### config.mk
export PLATFORM = sky130hd
export DESIGN_NAME = mem_bus_arbiter_flat
export DESIGN_NICKNAME = d
export VERILOG_FILES = /design/src/rtl/mem_bus_arbiter_if.sv /design/src/rtl/mem_bus_arbiter.sv /design/src/flat_wrapper.sv
export SDC_FILE = /design/constraint.sdc
export NUM_CORES = 1
export LEC_CHECK = 0
export ABC_AREA = 1
export CAP_MARGIN = 25
export CORE_AREA = 2 2 119 121
export DETAILED_ROUTE_END_ITERATION = 6
export DIE_AREA = 0 0 121 123
export PLACE_DENSITY_LB_ADDON = 0.25
export SYNTH_ARGS = -nofsm -noshare
export SYNTH_HDL_FRONTEND = slang
export SYNTH_SLANG_ARGS = --single-unit
### constraint.sdc
create_clock -name clk -period 3 [get_ports clk]
set_clock_uncertainty 0.2 [all_clocks]
set_input_delay 0.6 -clock clk [delete_from_list [all_inputs] [get_ports clk]]
set_output_delay 0.6 -clock clk [all_outputs]
set_load 0.01 [all_outputs]
### src/rtl/mem_bus_arbiter_if.sv
// rtl/mem_bus_arbiter_if.sv - memory_bus interface shared by requesters and the memory port
interface memory_bus;
  logic [29:0] addr;
  logic [31:0] dataD;
  logic [31:0] dataQ;
  logic        read;
  logic        write;
  logic        ready;
  logic [3:0]  byteSel;

  modport master (
    output addr, dataD, read, write, byteSel,
    input  dataQ, ready
  );

  modport slave (
    input  addr, dataD, read, write, byteSel,
    output dataQ, ready
  );
endinterface

### src/rtl/mem_bus_arbiter.sv
// rtl/mem_bus_arbiter.sv - two-requester round-robin arbiter for one single-port memory
// Zero-latency grant from IDLE, ownership held until ready, abandon or timeout abort.
module mem_bus_arbiter #(
  parameter int TIMEOUT_CYCLES = 64
) (
  input  logic       clk,
  input  logic       rst,
  memory_bus.slave   instBus,
  memory_bus.slave   dataBus,
  memory_bus.master  memBus,
  output logic       busErr_o,
  output logic [1:0] owner_o
);

  typedef enum logic [1:0] {
    IDLE   = 2'd0,
    BUSY_I = 2'd1,
    BUSY_D = 2'd2
  } state_t;

  localparam logic [7:0] TIMEOUT_LAST = 8'(TIMEOUT_CYCLES - 1);

  state_t     state;
  logic       last_grant;   // 0: inst served last, 1: data served last
  logic [7:0] wait_cnt;

  logic req_i;
  logic req_d;
  logic grant_i;
  logic grant_d;
  logic timeout;

  always_comb begin
    req_i   = instBus.read | instBus.write;
    req_d   = dataBus.read | dataBus.write;
    grant_i = 1'b0;
    grant_d = 1'b0;
    // A BUSY owner that drops its request loses the grant immediately.
    if (!rst) begin
      case (state)
        IDLE: begin
          if (req_i && (!req_d || last_grant)) begin
            grant_i = 1'b1;
          end else if (req_d) begin
            grant_d = 1'b1;
          end
        end
        BUSY_I:  grant_i = req_i;
        BUSY_D:  grant_d = req_d;
        default: begin
          grant_i = 1'b0;
          grant_d = 1'b0;
        end
      endcase
    end
    timeout = (state != IDLE) && (grant_i || grant_d) && !memBus.ready
              && (wait_cnt == TIMEOUT_LAST);
  end

  assign memBus.addr    = grant_d ? dataBus.addr  : instBus.addr;
  assign memBus.dataD   = grant_d ? dataBus.dataD : instBus.dataD;
  assign memBus.read    = (grant_i & instBus.read)  | (grant_d & dataBus.read);
  assign memBus.write   = (grant_i & instBus.write) | (grant_d & dataBus.write);
  assign memBus.byteSel = grant_i ? instBus.byteSel :
                          grant_d ? dataBus.byteSel : 4'b0000;

  // A timeout abort completes the access towards the owner with zero data.
  assign instBus.ready  = grant_i & (memBus.ready | timeout);
  assign dataBus.ready  = grant_d & (memBus.ready | timeout);
  assign instBus.dataQ  = (grant_i && memBus.ready) ? memBus.dataQ : 32'h0000_0000;
  assign dataBus.dataQ  = (grant_d && memBus.ready) ? memBus.dataQ : 32'h0000_0000;

  assign busErr_o = timeout;
  assign owner_o  = {grant_d, grant_i};

  always_ff @(posedge clk) begin
    if (rst) begin
      state      <= IDLE;
      last_grant <= 1'b1;
      wait_cnt   <= 8'd0;
    end else begin
      case (state)
        IDLE: begin
          if (grant_i) begin
            if (memBus.ready) begin
              last_grant <= 1'b0;
            end else begin
              state    <= BUSY_I;
              wait_cnt <= 8'd0;
            end
          end else if (grant_d) begin
            if (memBus.ready) begin
              last_grant <= 1'b1;
            end else begin
              state    <= BUSY_D;
              wait_cnt <= 8'd0;
            end
          end
        end
        BUSY_I: begin
          if (!req_i) begin
            state <= IDLE;
          end else if (memBus.ready || timeout) begin
            state      <= IDLE;
            last_grant <= 1'b0;
          end else begin
            wait_cnt <= wait_cnt + 8'd1;
          end
        end
        BUSY_D: begin
          if (!req_d) begin
            state <= IDLE;
          end else if (memBus.ready || timeout) begin
            state      <= IDLE;
            last_grant <= 1'b1;
          end else begin
            wait_cnt <= wait_cnt + 8'd1;
          end
        end
        default: state <= IDLE;
      endcase
    end
  end

endmodule

### src/flat_wrapper.sv
// flat-port wrapper written by rule: the top's interface ports become plain ports
module mem_bus_arbiter_flat 
#(
  parameter int TIMEOUT_CYCLES = 64
)
  (clk, rst, busErr_o, owner_o, instBus_addr, instBus_dataD, instBus_read, instBus_write, instBus_byteSel, instBus_dataQ, instBus_ready, dataBus_addr, dataBus_dataD, dataBus_read, dataBus_write, dataBus_byteSel, dataBus_dataQ, dataBus_ready, memBus_addr, memBus_dataD, memBus_read, memBus_write, memBus_byteSel, memBus_dataQ, memBus_ready);
  memory_bus instBus_i ();
  memory_bus dataBus_i ();
  memory_bus memBus_i ();
  input  logic clk;
  input  logic rst;
  output logic busErr_o;
  output logic [1:0] owner_o;
  input wire logic [$bits(instBus_i.addr)-1:0] instBus_addr;
  input wire logic [$bits(instBus_i.dataD)-1:0] instBus_dataD;
  input wire logic [$bits(instBus_i.read)-1:0] instBus_read;
  input wire logic [$bits(instBus_i.write)-1:0] instBus_write;
  input wire logic [$bits(instBus_i.byteSel)-1:0] instBus_byteSel;
  output wire logic [$bits(instBus_i.dataQ)-1:0] instBus_dataQ;
  output wire logic [$bits(instBus_i.ready)-1:0] instBus_ready;
  input wire logic [$bits(dataBus_i.addr)-1:0] dataBus_addr;
  input wire logic [$bits(dataBus_i.dataD)-1:0] dataBus_dataD;
  input wire logic [$bits(dataBus_i.read)-1:0] dataBus_read;
  input wire logic [$bits(dataBus_i.write)-1:0] dataBus_write;
  input wire logic [$bits(dataBus_i.byteSel)-1:0] dataBus_byteSel;
  output wire logic [$bits(dataBus_i.dataQ)-1:0] dataBus_dataQ;
  output wire logic [$bits(dataBus_i.ready)-1:0] dataBus_ready;
  output wire logic [$bits(memBus_i.addr)-1:0] memBus_addr;
  output wire logic [$bits(memBus_i.dataD)-1:0] memBus_dataD;
  output wire logic [$bits(memBus_i.read)-1:0] memBus_read;
  output wire logic [$bits(memBus_i.write)-1:0] memBus_write;
  output wire logic [$bits(memBus_i.byteSel)-1:0] memBus_byteSel;
  input wire logic [$bits(memBus_i.dataQ)-1:0] memBus_dataQ;
  input wire logic [$bits(memBus_i.ready)-1:0] memBus_ready;
  assign instBus_i.addr = instBus_addr;
  assign instBus_i.dataD = instBus_dataD;
  assign instBus_i.read = instBus_read;
  assign instBus_i.write = instBus_write;
  assign instBus_i.byteSel = instBus_byteSel;
  assign instBus_dataQ = instBus_i.dataQ;
  assign instBus_ready = instBus_i.ready;
  assign dataBus_i.addr = dataBus_addr;
  assign dataBus_i.dataD = dataBus_dataD;
  assign dataBus_i.read = dataBus_read;
  assign dataBus_i.write = dataBus_write;
  assign dataBus_i.byteSel = dataBus_byteSel;
  assign dataBus_dataQ = dataBus_i.dataQ;
  assign dataBus_ready = dataBus_i.ready;
  assign memBus_addr = memBus_i.addr;
  assign memBus_dataD = memBus_i.dataD;
  assign memBus_read = memBus_i.read;
  assign memBus_write = memBus_i.write;
  assign memBus_byteSel = memBus_i.byteSel;
  assign memBus_i.dataQ = memBus_dataQ;
  assign memBus_i.ready = memBus_ready;
  mem_bus_arbiter #(.TIMEOUT_CYCLES(TIMEOUT_CYCLES)) u_core (.clk(clk), .rst(rst), .instBus(instBus_i), .dataBus(dataBus_i), .memBus(memBus_i), .busErr_o(busErr_o), .owner_o(owner_o));
endmodule
==> results.txt, run 1 <==
The run finished with clean final reports. The tools report the final weighted congestion in routability-driven placement as 0.8349. The commonest cells after synthesis are sky130_fd_sc_hd__nand2_1, sky130_fd_sc_hd__nor2_1, sky130_fd_sc_hd__inv_1. The async set-or-reset flop fraction in the synthesized netlist is 0. The post-placement setup slack is -0.4299 ns, and the number of CTS-inserted buffers is 3. The post-layout minimum cycle time was 2.894 ns; the initial antenna violation count was 1. The number of buffers added on ports was 307; the growth of design area from synthesis to finish was 173.6%.

The post-route clock period utilization came out at 0.9647. The analysis attributes to cell leakage a power of 3.239 nW. The tools report the max-slew violation count as 0.

The largest net degree at the start of global routing was 34. Final hold analysis gives a worst-case slack of 0.2605 ns. The max-cap check violation count was 0. Counting every net in the synthesized netlist gives 647. The run gives 0.1023 as the portion of the post-synthesis area used by sequential elements. Sorting the synthesized cells by area gives the leading types as sky130_fd_sc_hd__nand2_1, sky130_fd_sc_hd__nor2_1, sky130_fd_sc_hd__dfxtp_1.

The mean routed wirelength per cell is 15.07 um, and the die outline area is 14,880 um^2. The tools report the worst-skew pair later-pin latency as 0.24 ns. Among all flip-flop cells after synthesis, the most frequent one is sky130_fd_sc_hd__dfxtp_1.

The startpoint type of the worst setup path is an input port. Data arrives at the worst endpoint at 2.09 ns. TritonCTS built the clock tree. Derived from the worst setup path, the maximum achievable clock frequency is 345.5 MHz. Clock tree synthesis selected as its root buffer the cell sky130_fd_sc_hd__clkbuf_16. The number of antenna-violating nets in the routed design is 0, and the starting utilization of the core area is 0.1582. In this run the core area contains 43 standard-cell rows. The via count of the first global-routing pass was 3,748. The global-route usage over all layers is 0.1778, and the peak fanout along the critical path is 13. For the pin with the worst max-slew slack, the measured transition is 0.2529 ns. The tools report the sum of overflow across all layers after global routing as 0. The total I/O pin count is 308, and the final standard cell utilization of the core is 0.4328.

The worst path required time was 2.20 ns. The run gives 0 as the final number of hold-violating endpoints. Top cell family by delay on the critical path: buffers and inverters. The number of nets in the layout was 992. The critical path contains buffers and inverters numbering 4 combined. The critical path starts at dataBus_read. Distinct cell type count of the synthesized netlist: 24.

The reg-to-reg startpoint is u_core.state[0]. The number of synthesized flops with an enable pin was 0; the estimated wirelength of the detail-placed design was 11,570 um. The floorplan core area was 13,610 um^2. IR analysis of the VDD net gives a maximum drop of 0.2920 mV. The maximum level of the CTS H-tree came out at 1. Clock-pin slew was measured on the worst setup and hold paths at 0.04 ns. Setup repair after global routing could not meet its margin everywhere. For the number of DRC markers after the initial detailed-route iteration, the log shows 229. The synthesized netlist occupies a cell area of 2153 um^2.

The warning count from the yosys run is 0, and the die extent in y is 123 um. The final route contains 3,982 vias. The number of vias per cell after detailed routing is 4.002, and the flip-flop and latch count after synthesis is 11.

The share of post-route cells with drive strength above 1 came out at 0.1718. The total setup violations reported at the end of the flow was 0; the area fraction of the dominant cell type after synthesis was 0.4114. The slowest stage cell on the critical path was sky130_fd_sc_hd__bufbuf_16. The mean instance size in the synthesized netlist works out to 4.572 um^2.

For this design the ratio of total power to cell area is 463.4 nW/um^2. The final layout contains routed wiring with a total length of 14,990 um. The cell that appears most often on the critical path is sky130_fd_sc_hd__nand2_1. The top cell type by total area after synthesis is sky130_fd_sc_hd__nand2_1. The die is 121 um wide. The global-route wire length before repair is 20,770 um, and the number of diodes is 0.

Yosys instantiated no cell more often than sky130_fd_sc_hd__nand2_1. The run gives 0 as the DRC violation count after routing. The delay of the slowest cell on the worst path is 0.28 ns, and the maximum count of clock buffers along a single path is 2. Max-slew headroom at the worst pin: 0.8314. The startpoint identified for the worst hold timing path is u_core.last_grant. For the post-synthesis cell count, the log shows 471. The run gives 11 as the number of sinks driven by the clock tree.

In this run the worst hold path is classified as reg2reg. The nature of the critical path endpoint was a primary output. The run gives 4 as the first-pass detailed-route iteration total.

The final critical-path setup slack came out at 0.1058 ns. The critical path goes through dlygate4sd2_1 > o21ai_2 > nand2_1 > nand2_1 > nand2_2 > nand2_4 > inv_6 > bufbuf_16 > nand2_1 > nand2_1 > dlygate4sd2_1. By startpoint and endpoint, the worst setup path is classified as in2out.
power breakdown:
group	internal [mW]	switching, mW	leakage [nW]	total, mW
sequential	0.172	0.0162	0.0893	0.188
clock	0.179	0.0699	0.0382	0.249
combinational	1.13	1.16	3.11	2.29
total	1.49	1.24	3.24	2.73
metal layers:
layer	global-route usage	vias to the layer above	wire, um
met2	0.3044	177	7209
met1	0.2292	1706	6278
li1	-	2075	-
met5	0	-	13
met3	0.03598	22	1195
met4	0.04215	2	295
worst min-delay path: cells and delay by family, from the launching register on:
family | cells | cell delay (ns)
flops | 1 | 0.32
simple gates | 2 | 0.11
per-stage QoR:
stage | cells | setup TNS, ns | cell area, um^2 | total power [mW]
2_1_floorplan | 471 | 0 | 2153 | 1.155
3_3_place_gp | 966 | -44.50 | 5667 | 2.430
3_5_place_dp | 966 | -45.90 | 5667 | 2.424
4_1_cts | 992 | 0 | 5873 | 2.725
5_1_grt | 995 | -0.01207 | 5891 | 2.956
6_report | 995 | 0 | 5891 | 2.730
final timing paths:
path	endpoint	slack [ns]	depth (start not counted)
hold reg to reg	u_core.last_grant	0.26	2
hold / removal	u_core.last_grant	0.26	2
setup / recovery	memBus_addr[26]	0.11	11
setup reg to reg	u_core.last_grant	0.81	15
state kept, by name (all words and copies together), names as in the netlist:
signal             flops
u_core.last_grant      1
u_core.state           2
u_core.wait_cnt        8
cells by family (layout without fill, tap and decap cells):
group,count (synthesis),after routing,synth area share
AOI/OAI and AO/OA,16,16,0.04881
adders and majority gates,5,5,0.02905
and+or+nand+nor,350,350,0.6427
xor gates and xnor gates,5,5,0.02034
buffers and inverters,84,428,0.1569
DFF,11,11,0.1023
layout make-up:
type                       instances  area, um^2
inverter                          60       232.7
tap                              180       225.2
fill                            1481        7721
sequential                        11       220.2
multi-input combinational        376        1639
timing repair buffer             364        3495
clock buffer                       4       78.83
timing repair:
item / in CTS / in global routing
setup endpoints to repair: 137 / 76
gates resized for setup: 243 / 77
cloned: 5 / 3
pin swaps: 4 / 2
setup buffers: 17 / 1
hold buffers: 0 / 0
layout by cell type (no fill, tap or decap), drive strengths merged:
cell type	instances
buf	77
clkbuf	29
ha	5
dfxtp	11
nor3	1
inv	59
dlygate4sd2	67
clkinv	1
o21a	1
nor4	1
xor2	4
clkdlybuf4s15	25
nor2	84
bufbuf	3
nand3	22
xnor2	1
clkdlybuf4s50	167
nand2	242
o21ai	3
o22ai	3
a21oi	9
(Power assumes the default switching activity.)
==> run 2: changes to the inputs <==
--- a/config.mk
+++ b/config.mk
@@ -8,6 +8,7 @@
 export ABC_AREA = 1
 export CAP_MARGIN = 25
 export CORE_AREA = 2 2 119 121
+export CTS_CLUSTER_SIZE = 24
 export DETAILED_ROUTE_END_ITERATION = 6
 export DIE_AREA = 0 0 121 123
 export PLACE_DENSITY_LB_ADDON = 0.25
==> results of run 2 <==
Same layout as run 1: the final DEF is identical, and so are final timing and power.
==> run 3: changes to the inputs <==
--- a/config.mk
+++ b/config.mk
@@ -11,6 +11,7 @@
 export CTS_CLUSTER_SIZE = 24
 export DETAILED_ROUTE_END_ITERATION = 6
 export DIE_AREA = 0 0 121 123
+export MAX_ROUTING_LAYER = met4
 export PLACE_DENSITY_LB_ADDON = 0.25
 export SYNTH_ARGS = -nofsm -noshare
 export SYNTH_HDL_FRONTEND = slang
==> results.txt, run 3 (same netlist as run 1, synthesis figures left out) <==
The classification of the worst-slack hold path was reg2reg. The first-pass detailed-route iteration total is 4, and the hold buffer count at cts is 0. The critical path is of the in2out type.

The most frequent standard cell in the layout excluding fill and tap cells was sky130_fd_sc_hd__nand2_1. The tools report the via total after detailed routing as 3,979. The count of placed standard cells in the final layout, fillers left out was 996; the final standard cell utilization of the core was 0.4329. Starting utilization of the core area: 0.1582.

The largest net degree at the start of global routing is 34, and the horizontal die dimension is 121 um. In this run the worst setup path terminates at dataBus_dataQ[9]. The share of post-route cells with drive strength above 1 is 0.1718. The sum of overflow across all layers after global routing was 0; the worst path required time was 2.20 ns.

Beginning of the critical path: dataBus_read. The maximum count of clock buffers along a single path came out at 2. The first global-routing pass estimated 20,750 um of wire.

The number of flip-flops in the largest register was 8; the number of CTS-inserted buffers was 3. Across the whole layout, storage elements account for 220.2 um^2. After layout, the design draws a total of 2.733 mW. The cell sitting at the root of the clock tree is a sky130_fd_sc_hd__clkbuf_16. For the worst flop-to-flop path, the logic depth is 15.

The peak fanout along the critical path was 8. More flip-flops sit in one register than any other, and that register is u_core.wait_cnt. Clock-pin slew was measured on the worst setup and hold paths at 0.04 ns. Including well taps, the total number of placed cells is 966. For the global-route usage over all layers, the log shows 0.1828. The endpoint identified for the worst register-to-register timing path is u_core.last_grant. Max-cap violations in this run came to 0. The floorplan core area came out at 13,610 um^2. The post-route clock period utilization was 0.9658; the maximum level of the CTS H-tree was 1.

The startpoint identified for the worst register-to-register timing path is u_core.state[0]. The worst setup path is launched from an input port. For this design, the sink count on the clock tree is 11. Static timing analysis puts the maximum clock frequency at 345.1 MHz.

The mean routed wirelength per cell is 15.12 um. The growth of design area from synthesis to finish works out to 173.7%. STA puts the critical path data arrival time at 2.10 ns. STA classifies the critical path endpoint as a primary output. In this run the power density over the cells is 463.7 nW/um^2. Across the VDD grid, the largest voltage drop is 0.2919 mV. After the first detailed-routing iteration, the DRC count stood at 227.

The number of buffers added on ports works out to 307. For the setup slack of the most critical reg-to-reg path, the log shows 0.81 ns. In this run the count of I/O pins placed on the die edge is 308. For the total setup violations reported at the end of the flow, the log shows 0. The largest single stage delay on the critical path is 0.28 ns.

The library cells used most frequently in the layout, excluding fill and tap cells, are sky130_fd_sc_hd__nand2_1, sky130_fd_sc_hd__clkdlybuf4s50_1, sky130_fd_sc_hd__nor2_1, sky130_fd_sc_hd__dlygate4sd2_1, sky130_fd_sc_hd__inv_1. The multi-input combinational cells in the finished layout cover a total of 1639 um^2. The critical path crosses 11 cells after its start point. The tools report the total leakage power as 3.239 nW.

The floorplan row count was 43; the number of fill cells in the layout was 1,481. The flow ran to the end, and the final reports show no timing, DRC or antenna violations. The worst path meets setup with 0.1026 ns of slack. The number of buffers and inverters on the critical path is 5. The slowest stage of the critical path belongs to the cell sky130_fd_sc_hd__dlygate4sd2_1.

On the critical path the largest part of the delay comes from buffers and inverters. After the last flow step, the layout net total stands at 992. The slew at the pin with the worst max-slew slack was 0.2368 ns; the number of antenna-violating nets in the routed design was 0.

The critical path goes through dlygate4sd2_1 > o21ai_2 > nand2_1 > nand2_1 > nand2_2 > buf_4 > buf_4 > nand3_4 > buf_6 > nor2_1 > dlygate4sd2_1. The number of vias per cell after detailed routing is 3.995, and the wire length after detailed routing is 15,060 um. The congestion estimate from routability-driven global placement came to 0.8478. The tools report the max-slew headroom at the worst pin as 0.8412.

The largest registers in the layout are u_core.wait_cnt (8), u_core.state (2), u_core.last_grant (1). For the via count of the first global-routing pass, the log shows 3,744. The die extent in y came out at 123 um.

DRC violation count after routing: 0. For the final number of hold-violating endpoints, the log shows 0. Setup repair after global routing could not meet its margin everywhere. The run gives 0 as the max-slew violation count.

The estimated wirelength of the detail-placed design is 11,570 um. The worst path needs 2.897 ns of the cycle, external delays included. The initial antenna violation count is 1.

OpenSTA, run right after detailed placement, puts the worst setup slack at -0.4299 ns. The die outline area is 14,880 um^2. TritonCTS built the clock tree. At the later pin of the worst-skew pair, clock insertion delay measures 0.24 ns.
## run 3: changes by cell type in the layout (fill, tap and decap cells not counted), sizes merged
cell	delta
diode	+1
## run 3: routing by layer
metal	vias up	share of wire	GRT usage	routed length, um
met5	-	0	-	0
met4	0	0.017	0.04215	261
met3	16	0.076	0.03183	1138
met2	170	0.48	0.3048	7249
met1	1718	0.43	0.2312	6408
li1	2075	-	-	-
## run 3: power by group
| group | internal [mW] | switching, mW | total (mW) |
|---|---|---|---|
| Clock | 0.179 | 0.0693 | 0.248 |
| Combinational | 1.13 | 1.16 | 2.30 |
| Sequential | 0.172 | 0.0158 | 0.187 |
| Total | 1.49 | 1.25 | 2.73 |
## run 3: worst min path at each step
stage / startpoint / endpoint / depth (start not counted)
3_3_place_gp: u_core.last_grant / u_core.last_grant / 2
2_1_floorplan: u_core.last_grant / u_core.last_grant / 2
3_5_place_dp: u_core.last_grant / u_core.last_grant / 2
6_report: u_core.last_grant / u_core.last_grant / 2
4_1_cts: u_core.last_grant / u_core.last_grant / 2
5_1_grt: u_core.last_grant / u_core.last_grant / 2
## run 3: cell type report
type / instances / area share
sequential: 11 / 0.03737
timing repair buffer: 364 / 0.5930
clock buffer: 4 / 0.01338
multi-input combinational: 376 / 0.2781
antenna: 1 / 0.0004246
inverter: 60 / 0.03949
tap: 180 / 0.03822
## run 3: per-stage QoR
| step | area [um^2] | TNS [ns] | hold WS [ns] |
|---|---|---|---|
| final | 5893 | 0 | 0.2604 |
| after global routing | 5893 | -0.01261 | 0.2888 |
| after CTS | 5873 | 0 | 0.2690 |
| after detailed placement | 5667 | -45.90 | 0.2600 |
| after global placement | 5667 | -44.50 | 0.2466 |
| after floorplan | 2153 | 0 | 0.2284 |
## run 3: what timing repair did
item / 4_1_cts / 5_1_grt
pin swaps: 4 / 2
endpoints found under the setup margin: 137 / 76
gates cloned: 5 / 3
hold endpoints to repair: 0 / 0
setup buffers: 17 / 1
resized for setup: 243 / 77
## run 3: tightest hold or removal path: stages, from the launching register on
cell and delay [ns]:
sky130_fd_sc_hd__dfxtp_1 0.32, sky130_fd_sc_hd__nand2_1 0.05, sky130_fd_sc_hd__nand3_1 0.06
